### src/rtl/audio_mix_dac.sv
// audio_mix_dac: N-channel sequential audio mixer with per-channel enable and
// shift attenuation, a saturating sum, clip/overrun status, and a first-order
// sigma-delta 1-bit DAC that plays the most recent mixed sample.
module audio_mix_dac #(
  parameter int NCH   = 4,
  parameter int IN_W  = 14,
  parameter int OUT_W = 15
) (
  input  logic                clk_i,
  input  logic                res_n_i,
  input  logic                ce_i,
  input  logic [NCH*IN_W-1:0] ch_data_i,
  input  logic [NCH-1:0]      ch_en_i,
  input  logic [NCH*3-1:0]    ch_att_i,
  output logic [OUT_W-1:0]    mix_o,
  output logic                mix_valid_o,
  output logic                clip_o,
  output logic                overrun_o,
  output logic                dac_o
);

  // The accumulator gets one headroom bit beyond the worst-case channel sum.
  localparam int SW    = IN_W + ((NCH > 1) ? $clog2(NCH) : 0) + 1;
  localparam int IDX_W = (NCH > 1) ? $clog2(NCH) : 1;
  // The comparison width covers both the accumulator and the full-scale output.
  localparam int CW    = (SW > OUT_W + 1) ? SW : OUT_W + 1;

  localparam logic [IDX_W-1:0] LAST_IDX = IDX_W'(NCH - 1);
  localparam logic [CW-1:0]    MAX_EXT  = (CW'(1) << OUT_W) - CW'(1);

  typedef enum logic [1:0] {
    IDLE = 2'd0,
    ACC  = 2'd1,
    SAT  = 2'd2
  } state_t;

  state_t            state_reg, state_next;
  logic [SW-1:0]     acc_reg, acc_next;
  logic [IDX_W-1:0]  idx_reg, idx_next;
  logic [OUT_W-1:0]  mix_reg, mix_next;
  logic              valid_reg, valid_next;
  logic              clip_reg, clip_next;
  logic              overrun_reg, overrun_next;
  logic              snap_load;

  // Snapshot of the channel inputs taken on the accepted strobe, so the
  // sources are free to change while the pass walks the channels.
  logic [IN_W-1:0]   data_snap_reg [NCH];
  logic [2:0]        att_snap_reg  [NCH];
  logic [NCH-1:0]    en_snap_reg;

  logic [SW-1:0]     term [NCH];
  logic [SW-1:0]     sel_term;
  logic [CW-1:0]     acc_ext;
  logic              over_max;

  logic [OUT_W:0]    sd_reg, sd_next;
  logic              dac_reg;

  // Per-channel contribution: logical right shift of the snapshot sample,
  // forced to zero when the channel is disabled.
  generate
    for (genvar gi = 0; gi < NCH; gi++) begin : g_term
      assign term[gi] = en_snap_reg[gi] ? SW'(data_snap_reg[gi] >> att_snap_reg[gi]) : '0;
    end
  endgenerate

  // Select the contribution of the channel currently being accumulated.
  always_comb begin
    sel_term = '0;
    for (int i = 0; i < NCH; i++) begin
      if (idx_reg == IDX_W'(i)) begin
        sel_term = term[i];
      end
    end
  end

  // Saturation detect against the largest value mix_o can carry.
  always_comb begin
    acc_ext  = CW'(acc_reg);
    over_max = (acc_ext > MAX_EXT);
  end

  // Next-state and datapath control for the IDLE -> ACC -> SAT pass.
  always_comb begin
    state_next   = state_reg;
    acc_next     = acc_reg;
    idx_next     = idx_reg;
    mix_next     = mix_reg;
    clip_next    = clip_reg;
    valid_next   = 1'b0;
    overrun_next = 1'b0;
    snap_load    = 1'b0;
    case (state_reg)
      IDLE: begin
        if (ce_i) begin
          snap_load  = 1'b1;
          acc_next   = '0;
          idx_next   = '0;
          state_next = ACC;
        end
      end
      ACC: begin
        overrun_next = ce_i;
        acc_next     = acc_reg + sel_term;
        if (idx_reg == LAST_IDX) begin
          state_next = SAT;
        end else begin
          idx_next = idx_reg + IDX_W'(1);
        end
      end
      SAT: begin
        overrun_next = ce_i;
        valid_next   = 1'b1;
        if (over_max) begin
          mix_next  = '1;
          clip_next = 1'b1;
        end else begin
          mix_next  = acc_ext[OUT_W-1:0];
          clip_next = 1'b0;
        end
        state_next = IDLE;
      end
      default: begin
        state_next = IDLE;
      end
    endcase
  end

  // FSM state, accumulator and status registers.
  always_ff @(posedge clk_i or negedge res_n_i) begin
    if (!res_n_i) begin
      state_reg   <= IDLE;
      acc_reg     <= '0;
      idx_reg     <= '0;
      mix_reg     <= '0;
      valid_reg   <= 1'b0;
      clip_reg    <= 1'b0;
      overrun_reg <= 1'b0;
    end else begin
      state_reg   <= state_next;
      acc_reg     <= acc_next;
      idx_reg     <= idx_next;
      mix_reg     <= mix_next;
      valid_reg   <= valid_next;
      clip_reg    <= clip_next;
      overrun_reg <= overrun_next;
    end
  end

  // Capture channel data, enables and attenuations when a pass starts.
  always_ff @(posedge clk_i or negedge res_n_i) begin
    if (!res_n_i) begin
      for (int i = 0; i < NCH; i++) begin
        data_snap_reg[i] <= '0;
        att_snap_reg[i]  <= '0;
      end
      en_snap_reg <= '0;
    end else if (snap_load) begin
      for (int i = 0; i < NCH; i++) begin
        data_snap_reg[i] <= ch_data_i[i*IN_W +: IN_W];
        att_snap_reg[i]  <= ch_att_i[i*3 +: 3];
      end
      en_snap_reg <= ch_en_i;
    end
  end

  // First-order sigma-delta: the carry out of the phase accumulator is the
  // bitstream, so its density tracks mix_o / 2^OUT_W.
  always_comb begin
    sd_next = {1'b0, sd_reg[OUT_W-1:0]} + {1'b0, mix_reg};
  end

  // Sigma-delta accumulator and output bit, running every clock.
  always_ff @(posedge clk_i or negedge res_n_i) begin
    if (!res_n_i) begin
      sd_reg  <= '0;
      dac_reg <= 1'b0;
    end else begin
      sd_reg  <= sd_next;
      dac_reg <= sd_reg[OUT_W];
    end
  end

  assign mix_o       = mix_reg;
  assign mix_valid_o = valid_reg;
  assign clip_o      = clip_reg;
  assign overrun_o   = overrun_reg;
  assign dac_o       = dac_reg;

endmodule

### config.mk
export PLATFORM = sky130hd
export DESIGN_NAME = audio_mix_dac
export DESIGN_NICKNAME = d
export VERILOG_FILES = /design/src/rtl/audio_mix_dac.sv
export SDC_FILE = /design/constraint.sdc
export NUM_CORES = 1
export LEC_CHECK = 0
export CAP_MARGIN = 20
export CORE_ASPECT_RATIO = 0.5
export CORE_MARGIN = 4
export CORE_UTILIZATION = 57
export CTS_BUF_LIST = sky130_fd_sc_hd__clkbuf_16
export DETAILED_ROUTE_END_ITERATION = 10
export GPL_ROUTABILITY_DRIVEN = 0
export PLACE_DENSITY_LB_ADDON = 0.12
export SETUP_SLACK_MARGIN = 0.5
export SYNTH_ARGS = -nofsm -noshare
export SYNTH_HDL_FRONTEND = slang
export SYNTH_SLANG_ARGS = --single-unit
export TNS_END_PERCENT = 50
### constraint.sdc
create_clock -name clk_i -period 4.4 [get_ports clk_i]
set_input_delay 0.66 -clock clk_i [delete_from_list [all_inputs] [get_ports clk_i]]
set_output_delay 0.66 -clock clk_i [all_outputs]
set_load 0.02 [all_outputs]
==> flow_summary.yaml <==
routing:
  ant_nets: 0
  routed_wl_microns: 18300
  wl_per_cell_microns: 18.0
  drt_iter0_drc: 475
  vias_per_cell: 6.02
  drc_errors: 0
  routed-via-count: 6102
  firstDrtPassIters: 5
setup_path:
  cp_max_fo: 7
  crit_type: "reg2reg"
  r2r-end: "acc_ext[16]$_DFFE_PN0P_"
  r2r_setup_slack_ps: 740
  worstPathRequired_ps: 4700
  crit_arrival_ps: 3960
  cp-startpoint: "idx_reg[1]$_DFFE_PN0P_"
  end_kind: "flop"
  startpoint_type: "flop"
  worstRegToRegCells: 13
  reg2reg_from: "idx_reg[1]$_DFFE_PN0P_"
  crit_end: "acc_ext[16]$_DFFE_PN0P_"
synth:
  syn_avg_cell_area_sq_um: 10.8
  synth_area_leader_cell: "dfrtp_1"
  synth-main-ff-cell: "dfrtp_1"
  synthCells: 733
  netlist.area_leader.share_pct: 40.3
  ys_warn_count: 0
  async_reset_ff_share_pct: 100
  synth_nets: 847
  synth_seq_area_share_pct: 40.3
  yosysUniqueCellTypes: 57
  ys_ff_latch: 128
  synth_enable_flop_cells: 0
  synthTopCellsByArea: "dfrtp_1 40%, mux2_2 11%, mux2i_1 9.7%"
  synth_area_sq_um: 7950
sta:
  min_period_ps: 3660
  tightest_slew_ps: 1060
  hold_viol: 0
  slew_viol_final: 0
  slew_headroom_pct: 28.9
  clock_skew_ps: 8.13
  worst_slack_ps: 737
  rsz0062_at_grt: "no"
  clock.fmax_mhz: 273
  setup_viol: 0
  setup-tns-final_ps: 0
  fin_crit_sh_pct: 83.2
floorplanning:
  start_util_pct: 58.5
  rows: 30
  ios: 94
  die_y_microns: 91.5
  core_area_sq_um: 13600
  dieArea_sq_um: 16000
  dieWidth_microns: 175
outcome:
  outcome: "complete, no violations"
place:
  dp_hpwl_microns: 13500
  io_buffers: 93
  preCtsSetupSlack_ps: 639
  place_area_sq_um: 9000
power_and_ir_drop:
  powerDensity_nw_per_um2: 869
  clockPowerShare_pct: 16.7
  power_frac_seq_pct: 29.9
  switching_share_pct: 41.7
  p_int_w: 0.00486
  p_leak_nw: 4.10
  switchingPower_w: 0.00348
  power_w: 0.00834
  pwr-share-comb_pct: 53.4
  peakVddDrop_mv: 0.434
cells_and_area:
  nets: 925
  num_antenna_cells: 0
  final_area_sq_um: 9590
  fin_util_pct: 70.6
  fillers: 1013
  mostFrequentLayoutCells: "123 x dfrtp_1, 92 x clkdlybuf4s50_1, 79 x mux2_2, 77 x mux2i_1, 48 x nand2_1"
  final_common_cell: "dfrtp_1"
  area_delta_synth_final_pct: 20.7
  largest_register_ffs: 56
  layout-drive-gt1-share_pct: 17.0
clocking:
  ctsHoldBuffers: 0
  clock_sinks: 128
  cts_buffer_depth: 2
  cts_root_buf: "clkbuf_16"
  cts_buffers: 17
  clock_latency_ps: 410
  cts.clk_slew.worst_paths_ps: 60
  tritoncts: "built"
  cts_max_level: 4
global_route:
  grt_pass1_vias: 6115
  grtUsageTotal_pct: 23.6
  grt-ovfl-total: 0
  antenna_found_initial: 0
  grt_start_max_net_pins: 71
  grt_first_pass_wirelength_microns: 30700
flow_run:
  max_cap_viol_count: 0
hold_path:
  hold_path_depth: 0
  min_path_type: "reg2reg"
==> power groups by stage <==
stage                     registers [W]  clock network, W  logic [W]
final                           0.00250           0.00139    0.00445
after global routing            0.00259           0.00147    0.00489
after CTS                       0.00249           0.00141    0.00440
after detailed placement        0.00250                 0    0.00436
after global placement          0.00246                 0    0.00426
after floorplan                 0.00216                 0    0.00356
==> per-layer routing <==
layer  track usage [%]  share of wire, %  vias up
met2              37.4                45      177
li1                  -                 -     2902
met4              4.83              0.75        0
met5                 0                 0        -
met3              5.28               5.8       16
met1              33.6                48     3007
==> timing repair <==
item                       CTS  global route
gates resized for setup      0            10
setup buffers                0             0
setup endpoints to repair    0             5
hold endpoints to repair     0             0
==> synth_stat cells, types with 6 or more instances <==
master and n:
ha_1 37, nand3_1 14, dfrtp_1 128, nor2b_1 19
nand2_1 50, a211oi_1 7, o22a_1 17, inv_1 23
o21ai_1 18, mux2_2 79, o22ai_1 11, mux2i_1 77
mux4_2 13, xnor2_1 17, buf_2 11, nor2_1 34
a21oi_1 35, a31oi_1 6, clkbuf_1 23, o221ai_1 8
o21ai_0 24
==> cell type report <==
cell class / count / area, sq um / area share, %
inverter: 24 / 90.1 / 0.939
clock buffer: 17 / 425 / 4.43
tap: 192 / 240 / 2.50
clock inverter: 13 / 149 / 1.55
multi-input combinational: 543 / 4510 / 47.0
sequential: 128 / 3210 / 33.5
timing repair buffer: 97 / 971 / 10.1
==> worst max-delay path, stage by stage, from the launching register on <==
cell,delay [ps]
dfrtp_1,430
inv_1,100
ha_2,240
nand2_2,120
or4b_1,510
o211ai_1,180
a221oi_1,90
o32ai_1,360
ha_1,340
nand3_2,160
or4b_1,500
o22ai_2,210
a31oi_1,110
a41o_1,210
==> how the worst min path moves through the flow <==
stage / from / slack, ps / endpoint
after floorplan: sd_reg[15]$_DFF_PN0_ / 330 / dac_o$_DFF_PN0_
after global placement: sd_reg[15]$_DFF_PN0_ / 330 / dac_o$_DFF_PN0_
after detailed placement: sd_reg[15]$_DFF_PN0_ / 340 / dac_o$_DFF_PN0_
after CTS: sd_reg[15]$_DFF_PN0_ / 350 / dac_o$_DFF_PN0_
after global routing: sd_reg[15]$_DFF_PN0_ / 350 / dac_o$_DFF_PN0_
final: sd_reg[15]$_DFF_PN0_ / 350 / dac_o$_DFF_PN0_
==> cell families (layout without fill, tap and decap cells) <==
logic type	after synthesis	in the layout	synth area share, %
compound gates	172	172	14.7
xor+xnor	20	20	2.20
fa+ha+maj	39	39	6.33
buf+inv	62	151	3.19
flops	128	128	40.3
mux	172	172	25.0
simple gates	140	140	8.33
==> metrics by stage <==
stage / hold WS (ps) / instances
2_1_floorplan: 331 / 733
3_3_place_gp: 332 / 984
3_5_place_dp: 336 / 984
4_1_cts: 349 / 1014
5_1_grt: 353 / 1014
6_report: 347 / 1014
(Power assumes the default switching activity.)
